<file path="src/rtl/pipe_stage_skid.sv">
// pipe_stage_skid
// ---------------------------------------------------------------------------
// Pipeline stage register with a valid/ready handshake. It replaces the plain
// enable/flush latch between pipeline stages.
//
// With SKID=1 the stage holds up to two entries: a main register M that
// drives the outputs and a skid register S. in_ready is registered, so there
// is no combinational path from out_ready to in_ready.
//
// With SKID=0 only M exists, and in_ready is the combinational
// !out_valid | out_ready.
//
// Control bits are stored ANDed with valid. A bubble therefore always
// carries ctrl = 0, so a stall or a flush can never leak a write enable
// downstream.
//
// Ports
//   clk        clock; all state changes on the rising edge
//   rst        synchronous reset, active-high (takes priority over flush)
//   flush      synchronous kill of all held entries and of the input beat
//   in_valid   upstream beat valid
//   in_ready   stage can accept a beat this cycle
//   in_data    upstream payload [DATA_W]
//   in_ctrl    upstream control bits [CTRL_W]
//   out_valid  output beat valid
//   out_ready  downstream accepts
//   out_data   output payload [DATA_W]
//   out_ctrl   output control bits [CTRL_W]; zero whenever out_valid=0
//   count      number of entries held (0..2)
// ---------------------------------------------------------------------------
module pipe_stage_skid #(
  parameter int DATA_W     = 69,
  parameter int CTRL_W     = 4,
  parameter int SKID       = 1,
  parameter int FLUSH_DATA = 0
) (
  input  logic              clk,
  input  logic              rst,
  input  logic              flush,
  input  logic              in_valid,
  output logic              in_ready,
  input  logic [DATA_W-1:0] in_data,
  input  logic [CTRL_W-1:0] in_ctrl,
  output logic              out_valid,
  input  logic              out_ready,
  output logic [DATA_W-1:0] out_data,
  output logic [CTRL_W-1:0] out_ctrl,
  output logic [1:0]        count
);

  // Main (older) entry and skid (younger) entry.
  logic              r_m_valid;
  logic [DATA_W-1:0] r_m_data;
  logic [CTRL_W-1:0] r_m_ctrl;
  logic              r_s_valid;
  logic [DATA_W-1:0] r_s_data;
  logic [CTRL_W-1:0] r_s_ctrl;

  logic              w_m_valid_next;
  logic [DATA_W-1:0] w_m_data_next;
  logic [CTRL_W-1:0] w_m_ctrl_next;
  logic              w_s_valid_next;
  logic [DATA_W-1:0] w_s_data_next;
  logic [CTRL_W-1:0] w_s_ctrl_next;

  logic              w_in_ready;
  logic              w_accept;
  logic              w_emit;

  // A beat presented during a flush is dropped even if in_ready is high.
  assign w_accept = in_valid && w_in_ready && !flush;
  assign w_emit   = r_m_valid && out_ready;

  // The emit is applied first, then the accept fills whichever slot is free.
  // This single rule covers every transition:
  //   ONE  with accept and emit  -> M is replaced.
  //   ONE  with accept only      -> the beat goes to S.
  //   FULL with emit             -> S is promoted into M.
  // FULL never accepts, because in_ready is low there. The SKID=0 build never
  // reaches the S path, because M is only loaded when it is empty or
  // draining.
  always_comb begin
    w_m_valid_next = r_m_valid;
    w_m_data_next  = r_m_data;
    w_m_ctrl_next  = r_m_ctrl;
    w_s_valid_next = r_s_valid;
    w_s_data_next  = r_s_data;
    w_s_ctrl_next  = r_s_ctrl;

    if (w_emit) begin
      if (r_s_valid) begin
        w_m_valid_next = 1'b1;
        w_m_data_next  = r_s_data;
        w_m_ctrl_next  = r_s_ctrl;
        w_s_valid_next = 1'b0;
        w_s_ctrl_next  = '0;
      end else begin
        // Payload is left stale; only valid and ctrl are cleared.
        w_m_valid_next = 1'b0;
        w_m_ctrl_next  = '0;
      end
    end

    if (w_accept) begin
      if (!w_m_valid_next) begin
        w_m_valid_next = 1'b1;
        w_m_data_next  = in_data;
        w_m_ctrl_next  = in_ctrl;
      end else begin
        w_s_valid_next = 1'b1;
        w_s_data_next  = in_data;
        w_s_ctrl_next  = in_ctrl;
      end
    end
  end

  always_ff @(posedge clk) begin
    if (rst || flush) begin
      r_m_valid <= 1'b0;
      r_m_ctrl  <= '0;
      r_s_valid <= 1'b0;
      r_s_ctrl  <= '0;
      if (FLUSH_DATA != 0) begin
        r_m_data <= '0;
        r_s_data <= '0;
      end
    end else begin
      r_m_valid <= w_m_valid_next;
      r_m_data  <= w_m_data_next;
      r_m_ctrl  <= w_m_ctrl_next;
      r_s_valid <= w_s_valid_next;
      r_s_data  <= w_s_data_next;
      r_s_ctrl  <= w_s_ctrl_next;
    end
  end

  generate
    if (SKID != 0) begin : g_skid
      // in_ready is computed from the next occupancy, so it is a pure flop
      // output.
      logic r_in_ready;

      always_ff @(posedge clk) begin
        if (rst || flush) begin
          r_in_ready <= 1'b1;
        end else begin
          r_in_ready <= !(w_m_valid_next && w_s_valid_next);
        end
      end

      assign w_in_ready = r_in_ready;
    end else begin : g_noskid
      assign w_in_ready = !r_m_valid || out_ready;
    end
  endgenerate

  assign in_ready  = w_in_ready;
  assign out_valid = r_m_valid;
  assign out_data  = r_m_data;
  assign out_ctrl  = r_m_ctrl;
  assign count     = {1'b0, r_m_valid} + {1'b0, r_s_valid};

endmodule

</file>
<file path="config.mk">
export PLATFORM = sky130hd
export DESIGN_NAME = pipe_stage_skid
export DESIGN_NICKNAME = d
export VERILOG_FILES = /design/src/rtl/pipe_stage_skid.sv
export SDC_FILE = /design/constraint.sdc
export NUM_CORES = 1
export LEC_CHECK = 0
export ABC_AREA = 1
export CAP_MARGIN = 0
export CORE_MARGIN = 2
export CORE_UTILIZATION = 45
export DETAILED_ROUTE_END_ITERATION = 7
export GPL_TIMING_DRIVEN = 0
export PLACE_DENSITY = 0.8
export SLEW_MARGIN = 0
export SYNTH_ARGS = -nofsm -noshare
export SYNTH_HDL_FRONTEND = slang
export SYNTH_SLANG_ARGS = --single-unit
export TNS_END_PERCENT = 10
</file>
<file path="constraint.sdc">
create_clock -name clk -period 6.6 [get_ports clk]
set_input_delay 0.66 -clock clk [delete_from_list [all_inputs] [get_ports clk]]
set_output_delay 0.66 -clock clk [all_outputs]
set_load 0.02 [all_outputs]
</file>
After elaboration in Yosys (flattened, before gate mapping)
Cells that the tools add are included.
- register bits: 149
- input bits: 78
- output and inout bits: 77
- logic and storage cells: 35
- $add $sub $neg: 1
- multiplexer cells: 18
- bitwise gates (word level): 1
- reduce and logical (&&, ||, !) cells: 8
- operators by type and width (kind ; count):
    $mux 69 ; 4
    $mux 4 ; 8
    $mux 1 ; 6
    $logic_and 1x1->1 ; 4
    $reduce_and 3->1 ; 1
    $add 1x1->2 ; 1
    $logic_not 1->1 ; 2
    $logic_or 1x1->1 ; 1
    $not 1->1 ; 1

Depth between registers and ports, before layout
- depth in word-level cells: 6
- gate-level depth with buffers: 8
- depth with buffers taken out: 7

Worst setup path before layout
Ideal clock, no wire load.
- path kind: input to register
- from: input in_valid
- to: register r_s_data[0] (enable)
- setup time: 0.497 ns
- arrival: 4.103 ns
- setup slack: 2.001 ns
- stages: 4
- buffers on the path: 0
- cell sequence: nand2_1 > nor2_2 > nand3_1 > nor2_1
- longest elaborated chain between the ends: 3
- RTL lines (element ; RTL line ; source):
    start, declared ; 40 ; input logic in_valid,
    $logic_and 1x1->1 (2 in a row) ; 71 ; assign w_accept = in_valid && w_in_ready && !flush;
    $reduce_and 3->1 (no source line) ; - ;
    end signal, assigned ; 132 ; r_s_data <= w_s_data_next;
    end, declared ; 56 ; logic [DATA_W-1:0] r_s_data;
Every way passes these cells.
A chain may end at the register's enable or synchronous reset.

Worst setup path after layout
- from: input in_valid
- to: register r_s_data[38] (enable)
The elaborated chain is that of the path after synthesis.

==> summary by stage <==
Routing
For this block, the routed nets add up to 15.6 mm of wire. After detailed routing, no signal wire sits above met4. The routed layout has approximately 5200 vias. In the detailed route, the total length drawn on met3 is 893 um. After detailed routing, the number of vias per cell comes to about 4.7. The wire length per cell is around 14 um. For this block, the initial DRC count from the detailed router was between 300 and 400. The number of remaining DRC errors is 0. The first-pass iteration count of the detailed router is 5. The detailed router put a total of 6.92 mm of wire on met1. The count of nets left with antenna violations after detail routing is 0. The sum of met2 wire segment lengths after detailed routing is about 7.5 mm.

Clock tree
The post-CTS clock slew at the launch and capture registers of the worst setup and hold paths is 50 ps. The number of levels the H-tree was split into is 4. The maximum buffer depth of the clock tree is 2. The clock tree from TritonCTS is built. The number of hold-repair buffers added at the cts stage is 0. The number of buffers added by the clock tree synthesis step is 17. The tree built by TritonCTS fans out to about 150 sinks.

Once the clock tree was built, the resizer swapped 0 gates to a different size. The number of setup buffers added after CTS is 0. The root cell of the clock tree is sky130_fd_sc_hd__clkbuf_16. The worst-skew pair later-pin latency is roughly 410 ps.

GRT
Entering global routing, the biggest net connects 49 pins. The number of global-route vias before repair is 5183. The total track usage is 0.199. The number of antenna violations at the first check in global routing is 0. Global routing finished with a remaining overflow of 0. The first global-routing pass estimated approximately 25 mm of wire.

Timing
The total count of max-transition violations in the final report is 0. The achievable frequency is roughly 400 MHz. The time the worst path needs with I/O delays and setup is between 2000 and 3000 ps. The post-route clock skew is approximately 6.5 ps. The transition time at the pin with the least slew margin is between 500 and 600 ps. The relative max-transition margin is 0.645. Final hold analysis gives a worst-case slack of approximately 550 ps. Setup repair after global routing left no endpoint under its margin. The least setup slack across all paths after layout is 4090 ps.

The number of failing hold endpoints at the final stage was 0. The post-route clock period utilization is 0.380. Setup violations remaining at the end of the flow were counted as 0.

Synthesis
The Yosys step of the flow raised 0 warnings. The cell type with the highest aggregate area in the netlist is sky130_fd_sc_hd__edfxtp_1. The synthesized netlist cell count is 739. The average size of a mapped cell is 9.18 sq um.

The number of library cell types mapped by synthesis is 18. After synthesis, the share of flip-flops with an asynchronous set or reset is 0. The number of nets in the synthesized netlist is ~800. For this run, the register share of the synthesized area comes to 0.643. The mapped cell area is about 0.0068 sq mm.

The main flop type after synthesis is sky130_fd_sc_hd__edfxtp_1. In this run, synthesis produced a sequential element count of approximately 150. The area share of the largest cell type after synthesis is 0.611.

After synthesis, the cell types taking the most area are sky130_fd_sc_hd__edfxtp_1 (61%), sky130_fd_sc_hd__nand2_1 (17%), sky130_fd_sc_hd__inv_1 (8.2%). In this run, synthesis inferred approximately 140 flip-flops with an integrated enable.

Floorplanning
The standard cell core area is approximately 0.015 sq mm. The floorplan step defined a die boundary enclosing around 0.016 sq mm. The floorplan row count is 44. The starting density of the core is 0.463. Measured along the x axis, the die boundary spans approximately 130 um. 155 I/O pins were placed. The die is roughly 130 um tall.

Worst hold path
The endpoint of the worst hold-timing path is r_s_ctrl[0]. The worst min-delay path class is flip-flop to flip-flop. The startpoint identified for the worst hold timing path is r_s_ctrl[0]. The worst hold path stage count is 4.

Final layout
In the layout the commonest cells are sky130_fd_sc_hd__nand2_1 (302), sky130_fd_sc_hd__clkdlybuf4s50_1 (154), sky130_fd_sc_hd__inv_1 (149), sky130_fd_sc_hd__edfxtp_1 (138), sky130_fd_sc_hd__nand3_1 (85). The final standard cell utilization of the core is 0.630. The net count of the finished layout is around 990. 0 antenna diodes ended up in the layout. The area growth from synthesis to layout is 36.0%.

Of the cells placed in the final design, the portion with a size suffix greater than 1 is 0.0713. The most common cell after layout, fill and taps aside is sky130_fd_sc_hd__nand2_1.

Worst setup path
The largest single stage delay on the critical path is about 520 ps. Along the worst path, the maximum fanout reaches 29. The data required time at the worst endpoint is 6710 ps. The number of stages on the worst setup path is 6. The critical path goes through clkdlybuf4s50_1 -> nand2_1 -> nor2_2 -> nand3_1 -> nor2_4 -> buf_12. Counting cells, the worst reg-to-reg path comes to 5. In this run the critical register-to-register path is launched from in_ready.

In this run the register-to-register setup slack is ~4500 ps. The worst setup path is captured at a flip-flop. The data arrival time of the worst path is about 2600 ps.

The worst setup path is of the input pin to flip-flop kind. The family with the most delay on the worst path is simple AND/OR/NAND/NOR gates. The critical path buffer and inverter count is 2. The slowest library cell on the worst path is sky130_fd_sc_hd__nor2_4. The critical register-to-register path endpoint is r_s_data[38]. The element type at the critical path start is an input pin.

Place
The number of input and output port buffers inserted is 154. The sum of net half-perimeters after detailed placement is 10.4 mm. Routability-driven placement finished with a final weighted congestion of a little under 0.8. The worst-case setup slack after placement is ~3700 ps.

Run
The number of max-capacitance violations reported is 0.

Power and ir drop
Summed over all cells, the static leakage comes to 4.22 nW. The worst IR drop on VDD is approximately 0.00016 V. Overall power consumption after layout is estimated at 2.28 mW. The cell area power density is between 200 and 250 mW/mm^2.

Run status
The run finished with clean final reports.
[kinds of logic (layout without fill, tap and decap cells)]
logic type | count (synthesis) | after routing | synth area share
AOI/OAI and AO/OA | 6 | 6 | 0.00443
adders and majority gates | 1 | 1 | 0.00184
buffers and inverters | 182 | 369 | 0.110
DFF | 149 | 149 | 0.643
and+or+nand+nor | 401 | 401 | 0.240
[report_power, final]
group	total (mW)	internal, mW	switching, mW
logic	0.219	0.107	0.112
clock network	0.983	0.624	0.359
registers	1.08	1.06	0.0121
[per-stage QoR]
step	instances	TNS, ps	cell area [sq um]
4_1_cts	1110	0	9230
2_1_floorplan	739	0	6790
3_3_place_gp	1077	-17700	8560
3_5_place_dp	1080	0	8640
6_report	1110	0	9230
5_1_grt	1110	0	9230
[cell type report]
class | count | area, sq um
Buffer | 30 | 180
Clock buffer | 19 | 433
Clock inverter | 11 | 159
Fill cell | 1189 | 5420
Inverter | 152 | 573
Multi-Input combinational cell | 408 | 1680
Sequential cell | 149 | 4360
Tap cell | 184 | 230
Timing Repair Buffer | 157 | 1610
[flip-flops by register name, summed over array words and instances (netlist names)]
signal     flops
out_data      69
r_s_data      69
out_ctrl       4
r_s_ctrl       4
in_ready       1
out_valid      1
r_s_valid      1
[per-layer routing]
| layer | vias up | GRT usage |
|---|---|---|
| li1 | 2648 | - |
| met1 | 2385 | 0.252 |
| met5 | - | 0 |
| met2 | 149 | 0.337 |
| met3 | 21 | 0.0531 |
| met4 | 0 | 0.0640 |
[synthesized netlist by cell type, types with 2 or more instances]
library cell / count
sky130_fd_sc_hd__nand2_1: 302
sky130_fd_sc_hd__inv_1: 149
sky130_fd_sc_hd__edfxtp_1: 138
sky130_fd_sc_hd__nand3_1: 85
sky130_fd_sc_hd__buf_2: 24
sky130_fd_sc_hd__dfxtp_1: 11
sky130_fd_sc_hd__nor2_1: 11
sky130_fd_sc_hd__o21ai_0: 4
sky130_fd_sc_hd__a21oi_1: 2
sky130_fd_sc_hd__buf_4: 2
sky130_fd_sc_hd__buf_6: 2
sky130_fd_sc_hd__inv_2: 2
sky130_fd_sc_hd__nand2_4: 2
[worst max path at each step]
stage	start	end	slack [ps]
floorplan	in_valid	r_s_data[0]	2000
global placement	in_valid	r_s_data[64]	-260
detailed placement	in_valid	r_s_data[64]	3660
CTS	in_valid	r_s_data[63]	4110
global route	in_valid	r_s_data[13]	3940
finish	in_valid	r_s_data[38]	4090
[worst reg2reg max path: cells and delay by family (launching register included)]
kind          cells  cell delay (ps)
flops             1              360
simple gates      4             1180
buf+inv           1              270
(Power assumes the default switching activity.)
==> RTL edit, RTL diff (same flow settings) <==
Set the parameter `SKID` to 0 (it was 1). Comments in the files are not updated.
--- a/src/rtl/pipe_stage_skid.sv
+++ b/src/rtl/pipe_stage_skid.sv
@@ -32,5 +32,5 @@
   parameter int DATA_W     = 69,
   parameter int CTRL_W     = 4,
-  parameter int SKID       = 1,
+  parameter int SKID       = 0,
   parameter int FLUSH_DATA = 0
 ) (
Formal check against the unedited RTL: not equivalent (a bounded check fails within 4 cycles, from zero or initial values).
==> RTL edit against the original RTL <==
Die area shrank 5.2%; sequential cell count shrank 1; count of clock-buffer cells in the layout grew 1; critical path type unchanged; synthesized cell count shrank 9.3%; design area shrank 3.9%; wire length shrank 5.0%; first-iteration DRC count grew 8.7%; synthesized area shrank 5.4%; worst setup slack lost 0.47 ns; utilization grew 0.65 points; non-clock buffer count grew 6; clock skew is essentially flat; power shrank 2.4%.
==> RTL edit: results <==
status:
  status: "complete, no violations"
clock_tree:
  postCtsSetupBuffers: 0
  max-clock-path-buffers: 2
  postCtsResizedCells: 0
  htree_levels: 4
  clk_latency_ns: 0.41
  clock_tree.root_cell: "sky130_fd_sc_hd__clkbuf_16"
grt:
  grt_remaining_overflow: 0
  grt_antenna_before_repair: 0
  maximum_number_of_pins_on_one_net_before_global_route_repair: 46
  gr_layer_usage_met3_pct: 4.66
  groute.layer.met2.usage_pct: 35.0
  grt_pass1_wl_um: 23100
  vias_in_the_first_global_route: 4697
  overall_routing_resource_usage_pct: 20.3
  grt.met1_usage_pct: 25.0
synthesis:
  synthMuxAreaShare_pct: 0
  yosysWarningCount: 0
  synth.yosys.seq_area_share_pct: 67.7
  yosys-top-cells-area: "sky130_fd_sc_hd__edfxtp_1 65%, sky130_fd_sc_hd__nand2_1 26%, sky130_fd_sc_hd__dfxtp_1 3.1%, sky130_fd_sc_hd__buf_2 1.5%, sky130_fd_sc_hd__buf_4 1.1%"
  post_synth_num_cell_types: 18
  synthesis.instances: 670
  synth-compound-area-share_pct: 0.799
  number_of_nets_produced_by_synthesis: 749
  postSynth.asyncResetShare_pct: 0
  synth_adder_area_share_pct: 0.195
  synth-xor-area-share_pct: 0
  synth_enable_flop_cells: 138
  synth_top_cells_by_count: "437 x sky130_fd_sc_hd__nand2_1, 138 x sky130_fd_sc_hd__edfxtp_1, 19 x sky130_fd_sc_hd__buf_2"
detailed_routing:
  met1_length_um: 6240
  wl_met3_um: 776
  avgViaCountPerCell: 4.70
  top_layer: "met4"
  drtIter0Drc: 337
  via_count: 4901
  drt_pass1_iterations: 5
  drt_wl_total_um: 14900
  wl_met2_um: 7610
setup_path:
  crit_fanout: 12
  crit_family: "buffers and inverters"
  timing.critical_path.slowest_cell_delay_ns: 0.83
  timing.reg2reg.setup_slack_ns: 3.91
  critPathArrivalTime_ns: 3.10
  timing.critical_path.slowest_stage_cell: "sky130_fd_sc_hd__nor3_2"
power_and_ir_drop:
  worst_vdd_rail_ir_drop_v: 0.000188
  cellLeakagePower_nw: 3.77
placement:
  place.gp.congestion: 0.794
  dpl.cell_count: 1011
  dp_hpwl_um: 9860
sta:
  finalSetupTns_ns: 0
  maxSlewHeadroom_pct: 32.2
  final.setup_skew_ns: 0.00659
layout:
  fillCellCount: 1138
  drive_above_1_share_pct: 7.76
  diodes: 0
  fin_nets: 929
hold_path:
  min-delay-path-class: "reg2reg"
RTL edit: cell count changes in the layout (fill, tap and decap cells not counted), moves of 5 or more:
| cell | change |
|---|---|
| sky130_fd_sc_hd__buf_4 | +7 |
| sky130_fd_sc_hd__nand3_1 | -79 |
| sky130_fd_sc_hd__inv_1 | -137 |
| sky130_fd_sc_hd__nor2_1 | +8 |
| sky130_fd_sc_hd__buf_6 | +5 |
| sky130_fd_sc_hd__buf_2 | -5 |
| sky130_fd_sc_hd__nand2_1 | +135 |
RTL edit: where the power goes:
group | switching (mW) | internal [mW]
sequential | 0.0123 | 1.06
clock | 0.350 | 0.587
combinational | 0.110 | 0.107
RTL edit: path summary, 6_finish.rpt:
path | startpoint | end | cells after the start
worst max register to register | r_s_valid$_SDFF_PP0_ | r_s_data[11]$_DFFE_PP_ | 7
worst max-delay path | out_ready | r_s_data[11]$_DFFE_PP_ | 7
worst min-delay path | r_s_ctrl[0]$_SDFF_PP0_ | r_s_ctrl[0]$_SDFF_PP0_ | 4
worst min register to register | r_s_ctrl[0]$_SDFF_PP0_ | r_s_ctrl[0]$_SDFF_PP0_ | 4
RTL edit: final cells by class:
type	instances	area (µm²)	share of cell area, %
Buffer	32	204	2.30
Clock buffer	20	437	4.92
Clock inverter	12	136	1.54
Inverter	15	56.3	0.635
Multi-Input combinational cell	475	1820	20.6
Sequential cell	148	4340	49.0
Tap cell	180	225	2.54
Timing Repair Buffer	161	1640	18.5
RTL edit: per-stage QoR:
step           cell area, µm²  hold slack [ns]  setup slack [ns]
6_report                 8870            0.550              3.62
5_1_grt                  8870            0.622              3.47
4_1_cts                  8870            0.552              3.61
3_5_place_dp             8300            0.535              3.18
3_3_place_gp             8190            0.534             -2.82
2_1_floorplan            6420            0.517             0.462
